==> config.mk <==
export PLATFORM = sky130hd
export DESIGN_NAME = vend_sequencer
export DESIGN_NICKNAME = d
export VERILOG_FILES = /design/src/rtl/vend_sequencer.sv
export SDC_FILE = /design/constraint.sdc
export NUM_CORES = 1
export LEC_CHECK = 0
export BUFFER_PORTS_ARGS = -buffer_cell sky130_fd_sc_hd__buf_2
export CORE_ASPECT_RATIO = 0.9
export CORE_MARGIN = 2
export CORE_UTILIZATION = 59
export DETAILED_ROUTE_END_ITERATION = 7
export PLACE_DENSITY = 0.8
export SLEW_MARGIN = 10
export SYNTH_ARGS = -nofsm -noshare
export SYNTH_HDL_FRONTEND = slang
export SYNTH_SLANG_ARGS = --single-unit
==> constraint.sdc <==
create_clock -name Clk -period 4.3 [get_ports Clk]
set_input_delay 0.43 -clock Clk [delete_from_list [all_inputs] [get_ports Clk]]
set_output_delay 0.43 -clock Clk [all_outputs]
set_load 0.05 [all_outputs]
==> src/rtl/vend_sequencer.sv <==
// vend_sequencer: transaction controller for the can vending machine.
//
// Accumulates coin credit against a fixed PRICE, runs the product dispenser
// request/acknowledge handshake, then pays change one coin at a time (dimes
// first, then a nickel) through the change dispenser handshake. A refund
// request pays the whole credit back through the same change path. A missing
// acknowledge within ACK_TIMEOUT waiting cycles parks the block in a sticky
// fault state that only RST leaves.
//
// Ports:
//   Clk        system clock, rising edge
//   RST        synchronous active-high reset
//   N, D, Q    nickel / dime / quarter inserted (single-cycle pulses)
//   CANCEL     refund request (level)
//   VEND_REQ   product dispense request (level)
//   VEND_ACK   product dispensed (pulse)
//   CHG_N      request one nickel of change (level)
//   CHG_D      request one dime of change (level)
//   CHG_ACK    one change coin ejected (pulse)
//   COIN_RET   coin rejected and returned (pulse)
//   VENDED     transaction finished with a can (pulse)
//   BUSY       high in every state except idle
//   FAULT      handshake timeout (sticky)
//   CREDIT     current credit / remaining change in cents
module vend_sequencer #(
    parameter int unsigned PRICE       = 30,
    parameter int unsigned ACK_TIMEOUT = 255
) (
    input  logic       Clk,
    input  logic       RST,
    input  logic       N,
    input  logic       D,
    input  logic       Q,
    input  logic       CANCEL,
    output logic       VEND_REQ,
    input  logic       VEND_ACK,
    output logic       CHG_N,
    output logic       CHG_D,
    input  logic       CHG_ACK,
    output logic       COIN_RET,
    output logic       VENDED,
    output logic       BUSY,
    output logic       FAULT,
    output logic [6:0] CREDIT
);

    localparam logic [6:0] PriceC   = 7'(PRICE);
    localparam logic [7:0] WaitLast = 8'(ACK_TIMEOUT - 1);

    typedef enum logic [2:0] {
        StIdle,
        StVend,
        StChange,
        StDone,
        StFault
    } state_e;

    state_e      state_q, state_d;
    // Credit while collecting; remaining change once the can is paid for.
    logic [6:0]  credit_q, credit_d;
    logic [7:0]  wait_q, wait_d;
    // Remembers that this transaction went through the vend handshake.
    logic        went_vend_q, went_vend_d;
    logic        coin_ret_d;

    logic [1:0]  coin_cnt;
    logic [6:0]  coin_val;

    always_comb begin
        coin_cnt = {1'b0, N} + {1'b0, D} + {1'b0, Q};
        coin_val = 7'd0;
        if (N) begin
            coin_val = 7'd5;
        end else if (D) begin
            coin_val = 7'd10;
        end else if (Q) begin
            coin_val = 7'd25;
        end
    end

    always_comb begin
        state_d     = state_q;
        credit_d    = credit_q;
        wait_d      = wait_q;
        went_vend_d = went_vend_q;
        coin_ret_d  = 1'b0;

        case (state_q)
            StIdle: begin
                went_vend_d = 1'b0;
                wait_d      = 8'd0;
                if (coin_cnt > 2'd1) begin
                    coin_ret_d = 1'b1;
                end else if (coin_cnt == 2'd1) begin
                    credit_d = credit_q + coin_val;
                end
                // Refund wins over the vend threshold, covering any coin
                // credited in the same cycle.
                if (CANCEL && (credit_d != 7'd0)) begin
                    state_d = StChange;
                end else if (credit_d >= PriceC) begin
                    state_d = StVend;
                end
            end

            StVend: begin
                if (VEND_ACK) begin
                    credit_d    = credit_q - PriceC;
                    went_vend_d = 1'b1;
                    wait_d      = 8'd0;
                    state_d     = (credit_d != 7'd0) ? StChange : StDone;
                end else if (wait_q == WaitLast) begin
                    state_d = StFault;
                end else begin
                    wait_d = wait_q + 8'd1;
                end
            end

            StChange: begin
                if (CHG_ACK) begin
                    credit_d = credit_q - ((credit_q >= 7'd10) ? 7'd10 : 7'd5);
                    wait_d   = 8'd0;
                    if (credit_d == 7'd0) begin
                        state_d = StDone;
                    end
                end else if (wait_q == WaitLast) begin
                    state_d = StFault;
                end else begin
                    wait_d = wait_q + 8'd1;
                end
            end

            StDone: begin
                credit_d = 7'd0;
                state_d  = StIdle;
            end

            StFault: begin
                state_d = StFault;
            end

            default: begin
                state_d = StIdle;
            end
        endcase

        // Coins are only accepted in idle; anything else goes straight back.
        if ((state_q != StIdle) && (coin_cnt != 2'd0)) begin
            coin_ret_d = 1'b1;
        end
    end

    // Outputs are registered from the next-state values so every output
    // changes on the same edge as the state it describes.
    always_ff @(posedge Clk) begin
        if (RST) begin
            state_q     <= StIdle;
            credit_q    <= 7'd0;
            wait_q      <= 8'd0;
            went_vend_q <= 1'b0;
            VEND_REQ    <= 1'b0;
            CHG_N       <= 1'b0;
            CHG_D       <= 1'b0;
            COIN_RET    <= 1'b0;
            VENDED      <= 1'b0;
            BUSY        <= 1'b0;
            FAULT       <= 1'b0;
        end else begin
            state_q     <= state_d;
            credit_q    <= credit_d;
            wait_q      <= wait_d;
            went_vend_q <= went_vend_d;
            VEND_REQ    <= (state_d == StVend);
            CHG_D       <= (state_d == StChange) && (credit_d >= 7'd10);
            CHG_N       <= (state_d == StChange) && (credit_d < 7'd10);
            COIN_RET    <= coin_ret_d;
            VENDED      <= (state_d == StDone) && went_vend_d;
            BUSY        <= (state_d != StIdle);
            FAULT       <= (state_d == StFault);
        end
    end

    assign CREDIT = credit_q;

endmodule

==> flow_metrics.env, run 1 <==
export IMPL_drive_above_1_share=0.120
export IMPL_firstDrtPassIters=5
export IMPL_finalWirelength_mm=5.91
export IMPL_grtUsageTotal=0.294
export IMPL_fin_nets=333
export IMPL_num_vias=2274
export IMPL_drt_iter0_drc=207
export IMPL_grt_max_degree=25
export IMPL_vias_per_cell=6.42
export IMPL_dp_hpwl_mm=4.37
export IMPL_drcViolationCount=0
export IMPL_ios=22
export IMPL_synth_nets=318
export IMPL_async_reset_ff_frac=0
export IMPL_p_leak_nw=0.971
export IMPL_yosys_top_cells_count="nor2_1, a21oi_1, dfxtp_1"
export IMPL_cts_htree_levels=1
export IMPL_antenna_left=0
export IMPL_netlist_area_um2=2210
export IMPL_worstSkewPairLatency_ns=0.28
export IMPL_cts_tree="built"
export IMPL_regToRegStartpoint="CREDIT[1]"
export IMPL_placed_cell_area_um2=2320
export IMPL_whs_ns=0.503
export IMPL_setup_slack_ns=0.783
export IMPL_yosys_warnings=0
export IMPL_fin_crit_sh=0.818
export IMPL_synth_top_area_cell="dfxtp_1"
export IMPL_synth_distinct_cells=59
export IMPL_skew_ns=0.00240
export IMPL_rows=21
export IMPL_setup_violations=0
export IMPL_synth_main_ff_cell="dfxtp_1"
export IMPL_area_growth_pct=8.20
export IMPL_fin_crit_ns=3.52
export IMPL_diodes=0
export IMPL_cts_resized=0
export IMPL_postCtsHoldBufs=0
export IMPL_antenna_found_initial=0
export IMPL_place_congestion=0.963
export IMPL_drv_cap=0
export IMPL_worst_pin_slew_ns=0.750
export IMPL_pre_cts_slack_ns=0.830
export IMPL_worstPathMaxFanout=13
export IMPL_initial_utilization=0.606
export IMPL_synth_edf_count=0
export IMPL_core_area_um2=3650
export IMPL_synth_seq_area_share=0.235
export IMPL_end_kind="register"
export IMPL_ir_drop_uv=556
export IMPL_crit_start="CREDIT[1]"
export IMPL_cts_root_buf="clkbuf_8"
export IMPL_rsz0062_at_grt="false"
export IMPL_relSlewSlack=0.496
export IMPL_placed_cells=350
export IMPL_grt_pass1_vias=1883
export IMPL_status="finished, final reports clean"
export IMPL_finalMaxSlewViolations=0
export IMPL_clock_fmax_mhz=284
export IMPL_critical_path_class="reg -> reg"
export IMPL_dieArea_um2=4260
export IMPL_arrival_ns=3.70
export IMPL_fp_dieW_um=68.5
export IMPL_synth_most_common_cell="nor2_1"
export IMPL_clock_sinks=26
export IMPL_avgRoutedWirePerCell_um=16.7
export IMPL_finish_cell_count_without_fillers=354
export IMPL_synth_area_leaders="dfxtp_1, ha_1, nor2_1"
export IMPL_numCtsBuffers=3
export IMPL_yosysTopAreaCellShare=0.235
export IMPL_die_y_um=62.1
export IMPL_critPathLaunchType="register"
export IMPL_ys_ff_latch=26
export IMPL_clockBufferDepth=2
export IMPL_finalHoldViolCount=0
export IMPL_path_clk_slew_ns=0.10
export IMPL_min_from="wait_q[4]"
export IMPL_cts_setup_buffers=0
export IMPL_overflow=0
export IMPL_required_ns=4.48
export IMPL_grt_pass1_wl_mm=9.25
export IMPL_syn_avg_cell_area_um2=7.52
export IMPL_port_buffers=21
export IMPL_synthCells=294
export IMPL_final_setup_tns_ns=0
export IMPL_power_density_nw_per_um2=755
export IMPL_hold_path_class="reg -> reg"
export IMPL_stdcell_area_um2=2390
state kept, by name, indices dropped and copies added, names as in the netlist:
register / count
VENDED: 1
COIN_RET: 1
CHG_N: 1
wait_q: 8
BUSY: 1
went_vend_q: 1
VEND_REQ: 1
CHG_D: 1
state_q: 3
FAULT: 1
CREDIT: 7
worst max-delay path, stage by stage (launching register included):
cell	delay [ns]
dfxtp_1	0.46
inv_1	0.18
ha_1	0.16
o21ai_0	0.07
nand2_1	0.08
nand3_1	0.10
inv_1	0.17
ha_1	0.21
inv_1	0.06
fa_1	0.40
a211oi_1	0.32
o21a_1	0.20
xnor2_1	0.11
nor2_1	0.06
a2111oi_0	0.43
o2111ai_1	0.23
nor2b_1	0.18
layout by cell type (no fill, tap or decap), types with 3 or more instances in the layout:
master / Yosys / layout
o22ai_1: 3 / 3
or4_1: 4 / 4
nor3b_1: 5 / 5
clkbuf_8: 0 / 3
nor3_1: 6 / 6
nor4_1: 4 / 4
xnor2_1: 7 / 7
o21ai_0: 19 / 19
fa_1: 3 / 3
nand3_1: 7 / 7
nand2b_1: 6 / 6
nor2b_1: 10 / 10
a21oi_1: 27 / 27
inv_1: 16 / 16
o211ai_1: 3 / 3
buf_2: 6 / 21
dfxtp_1: 26 / 26
ha_1: 13 / 13
and3_1: 3 / 3
nand4_1: 4 / 4
nand2_1: 24 / 24
nor4bb_1: 4 / 4
a31oi_1: 7 / 7
o21a_1: 4 / 4
nor2_1: 37 / 37
logic make-up after synthesis:
group,synth area share
simple gates,0.304
compound gates,0.262
fa+ha+maj,0.101
flops,0.235
buf+inv,0.0577
mux,0.00453
xor+xnor,0.0356
path summary, 6_finish.rpt:
| check | endpoint | slack [ns] | depth (start not counted) |
|---|---|---|---|
| setup / recovery | CHG_D | 0.78 | 16 |
| hold / removal | wait_q[4] | 0.50 | 2 |
| setup reg to reg | CHG_D | 0.78 | 16 |
| hold reg to reg | wait_q[4] | 0.50 | 2 |
through the flow:
step | total power, mW | utilization
CTS | 1.78 | 0.655
floorplan | 1.32 | -
global route | 1.95 | 0.655
detailed placement | 1.56 | 0.636
global placement | 1.55 | 0.636
finish | 1.81 | 0.655
power breakdown:
| group | leakage, nW | internal [mW] | switching, mW |
|---|---|---|---|
| Sequential | 0.212 | 0.292 | 0.115 |
| Combinational | 0.724 | 0.456 | 0.735 |
| Clock | 0.0357 | 0.125 | 0.0831 |
area by class of cell:
type                            count  area [um2]
Multi-Input combinational cell    239        1560
Fill cell                         325        1260
Sequential cell                    26         520
Timing Repair Buffer               23         120
Inverter                           16        60.1
Tap cell                           46        57.6
Clock buffer                        3        41.3
Clock inverter                      1        30.0
metal layers:
metal	up-vias	share of wire	track usage	wire, um
met1	1017	0.44	0.433	2630
met3	12	0.11	0.0577	661
met2	139	0.42	0.433	2510
met4	0	0.018	0.0914	108
met5	-	0	0	0
li1	1106	-	-	-
No activity file was read; power rests on OpenSTA's default activity.
==> inputs of run 2 (changes only) <==
- ABC_AREA: unset -> 1
- CORE_UTILIZATION: 59 -> 53
- PLACE_DENSITY: 0.8 -> 0.76
- clock period: 4.3 -> 2.89 ns (I/O delays scaled with it)
==> run 2 against run 1 <==
  * Via count fell by 2.9%
  * Global-route usage fell by 3.8 points
  * Final area fell by 0.21%
  * Hold slack got worse by 0.11 ns
  * Maximum frequency rose by 33%
  * Clock power rose by 14%
  * Area after synthesis fell by 4.0%
  * Critical path type unchanged
  * Highest routed layer unchanged
==> flow_metrics.env, run 2 <==
export IMPL_ys_ff_latch=26
export IMPL_numCtsBuffers=3
export IMPL_synth_area_leaders="dfxtp_1, nand2_1, inv_1"
export IMPL_min_from="RST"
export IMPL_fin_crit_ns=2.63
export IMPL_clockBufferDepth=2
export IMPL_rsz0062_at_grt="false"
export IMPL_finalHoldViolCount=0
export IMPL_synth_most_common_cell="nand2_1"
export IMPL_critical_path_class="reg -> reg"
export IMPL_async_reset_ff_frac=0
export IMPL_use_met2=0.412
export IMPL_rr_endpoint="CHG_D"
export IMPL_grt_pass1_vias=2006
export IMPL_met3_usage=0.0457
export IMPL_stdcell_area_um2=2390
export IMPL_total_power_mw=2.67
export IMPL_arrival_ns=2.81
export IMPL_whs_ns=0.390
export IMPL_port_buffers=21
export IMPL_core_area_um2=3780
export IMPL_synth_edf_count=0
export IMPL_synth_nets=360
export IMPL_dp_hpwl_mm=4.25
export IMPL_yosysTopAreaCellShare=0.245
export IMPL_cts_root_buf="clkbuf_8"
export IMPL_drv_cap=0
export IMPL_busiest_layer="met2"
export IMPL_clock_fmax_mhz=380
export IMPL_avgRoutedWirePerCell_um=13.5
export IMPL_antenna_left=0
export IMPL_antenna_found_initial=0
export IMPL_reg2regPathDepth=18
export IMPL_power_density_nw_per_um2=1120
export IMPL_largest_reg_flops=8
export IMPL_utilization=0.631
export IMPL_placed_cells=403
export IMPL_initial_utilization=0.562
export IMPL_r2r_slack_ns=0.26
export IMPL_grtUsageTotal=0.256
export IMPL_worst_pin_slew_ns=0.771
export IMPL_synth_main_ff_cell="dfxtp_1"
export IMPL_place_congestion=0.947
export IMPL_final_common_cell="nand2_1"
export IMPL_num_vias=2208
export IMPL_synth_distinct_cells=34
export IMPL_fillCellCount=378
export IMPL_drcViolationCount=0
export IMPL_netlist_area_um2=2120
export IMPL_yosys_top_cells_count="nand2_1, inv_1, nor2_1"
export IMPL_pre_cts_slack_ns=0.0944
export IMPL_top_register="wait_q"
export IMPL_syn_avg_cell_area_um2=6.32
export IMPL_skew_ns=0.00414
export IMPL_fp_dieW_um=70.7
export IMPL_drt_iter0_drc=167
export IMPL_yosys_warnings=0
export IMPL_final_seq_area_um2=526
export IMPL_worstPathMaxFanout=8
export IMPL_overflow=0
export IMPL_setup_violations=0
export IMPL_firstDrtPassIters=5
export IMPL_cts_htree_levels=1
export IMPL_status="finished, final reports clean"
export IMPL_hold_path_class="in -> reg"
export IMPL_end_kind="register"
export IMPL_cts_tree="built"
export IMPL_die_y_um=64.1
export IMPL_vias_per_cell=5.39
export IMPL_synth_top_area_cell="dfxtp_1"
export IMPL_fin_crit_sh=0.912
export IMPL_ios=22
export IMPL_final_setup_tns_ns=0
export IMPL_dieArea_um2=4530
export IMPL_worstHoldPathCells=2
export IMPL_regToRegStartpoint="CREDIT[2]"
export IMPL_area_growth_pct=12.4
export IMPL_synth_seq_area_share=0.245
export IMPL_fin_nets=389
export IMPL_grt_use_met1=0.359
export IMPL_diodes=0
export IMPL_multi_input_area_um2=1380
export IMPL_layout_common_cells="nand2_1, inv_1, nor2_1"
export IMPL_grt_pass1_wl_mm=9.15
export IMPL_p_leak_nw=1.26
export IMPL_clock_sinks=26
export IMPL_finalMaxSlewViolations=0
export IMPL_critPathLaunchType="register"
export IMPL_postCtsHoldBufs=0
export IMPL_worstSkewPairLatency_ns=0.28
export IMPL_finish_cell_count_without_fillers=410
export IMPL_relSlewSlack=0.483
export IMPL_rows=21
export IMPL_drive_above_1_share=0.168
export IMPL_synthCells=336
export IMPL_ir_drop_uv=536
export IMPL_finalWirelength_mm=5.52
export IMPL_placed_cell_area_um2=2300
export IMPL_grt_max_degree=18
export IMPL_setup_slack_ns=0.255
export IMPL_min_to="CREDIT[4]"
export IMPL_required_ns=3.07
export IMPL_path_clk_slew_ns=0.09
## run 2: cell types whose count changed after synthesis, sizes merged, moves of 8 or more
| cell | change |
|---|---|
| xor2 | +8 |
| nand3 | +22 |
| nor2b | -10 |
| nand2 | +66 |
| inv | +38 |
## run 2: layout make-up
| type | count | area share |
|---|---|---|
| inverters | 55 | 0.0864 |
| well taps | 46 | 0.0241 |
| flip-flops and latches | 26 | 0.220 |
| clock buffers | 4 | 0.0230 |
| repair buffers | 29 | 0.0691 |
| multi-input cells | 250 | 0.577 |
## run 2: worst max path at each step
stage          startpoint    end  cells past startpoint
2_1_floorplan   CREDIT[2]  CHG_N                     17
6_report        CREDIT[2]  CHG_D                     18
5_1_grt         CREDIT[2]  CHG_D                     18
3_3_place_gp    CREDIT[1]  CHG_D                     14
4_1_cts         CREDIT[1]  CHG_D                     14
3_5_place_dp    CREDIT[1]  CHG_D                     14
## run 2: layer usage
layer	up-vias	wire, um
li1	1129	-
met1	985	2500
met2	81	2430
met3	13	492
met4	0	97
met5	-	0
## run 2: logic make-up after synthesis
logic type	share of synthesized area
AOI/OAI and AO/OA	0.137
DFF	0.245
and+or+nand+nor	0.356
xor gates and xnor gates	0.0453
buffers and inverters	0.112
adders and majority gates	0.105
## run 2: worst max-delay path: stages (launching register included)
cell,delay [ns]
dfxtp_1,0.37
buf_4,0.18
nor2_1,0.06
inv_1,0.04
a21oi_1,0.05
nor2_1,0.12
ha_1,0.17
inv_1,0.06
fa_1,0.42
nand3_1,0.11
nand3_1,0.12
xor2_1,0.22
nor2_1,0.07
nor2_1,0.11
o21ai_0,0.09
inv_1,0.11
nand2_1,0.07
nor2_1,0.11
nor2_1,0.05
## run 2: power by group
| part | leakage, nW | internal, mW | switching (mW) | total, mW |
|---|---|---|---|---|
| logic | 1.02 | 0.656 | 1.28 | 1.93 |
| clock network | 0.0288 | 0.122 | 0.115 | 0.237 |
| registers | 0.213 | 0.437 | 0.0589 | 0.496 |
## run 2: timing repair
item,CTS,global route
setup buffers,0,3
endpoints found under the setup margin,0,6
resized for setup,0,4
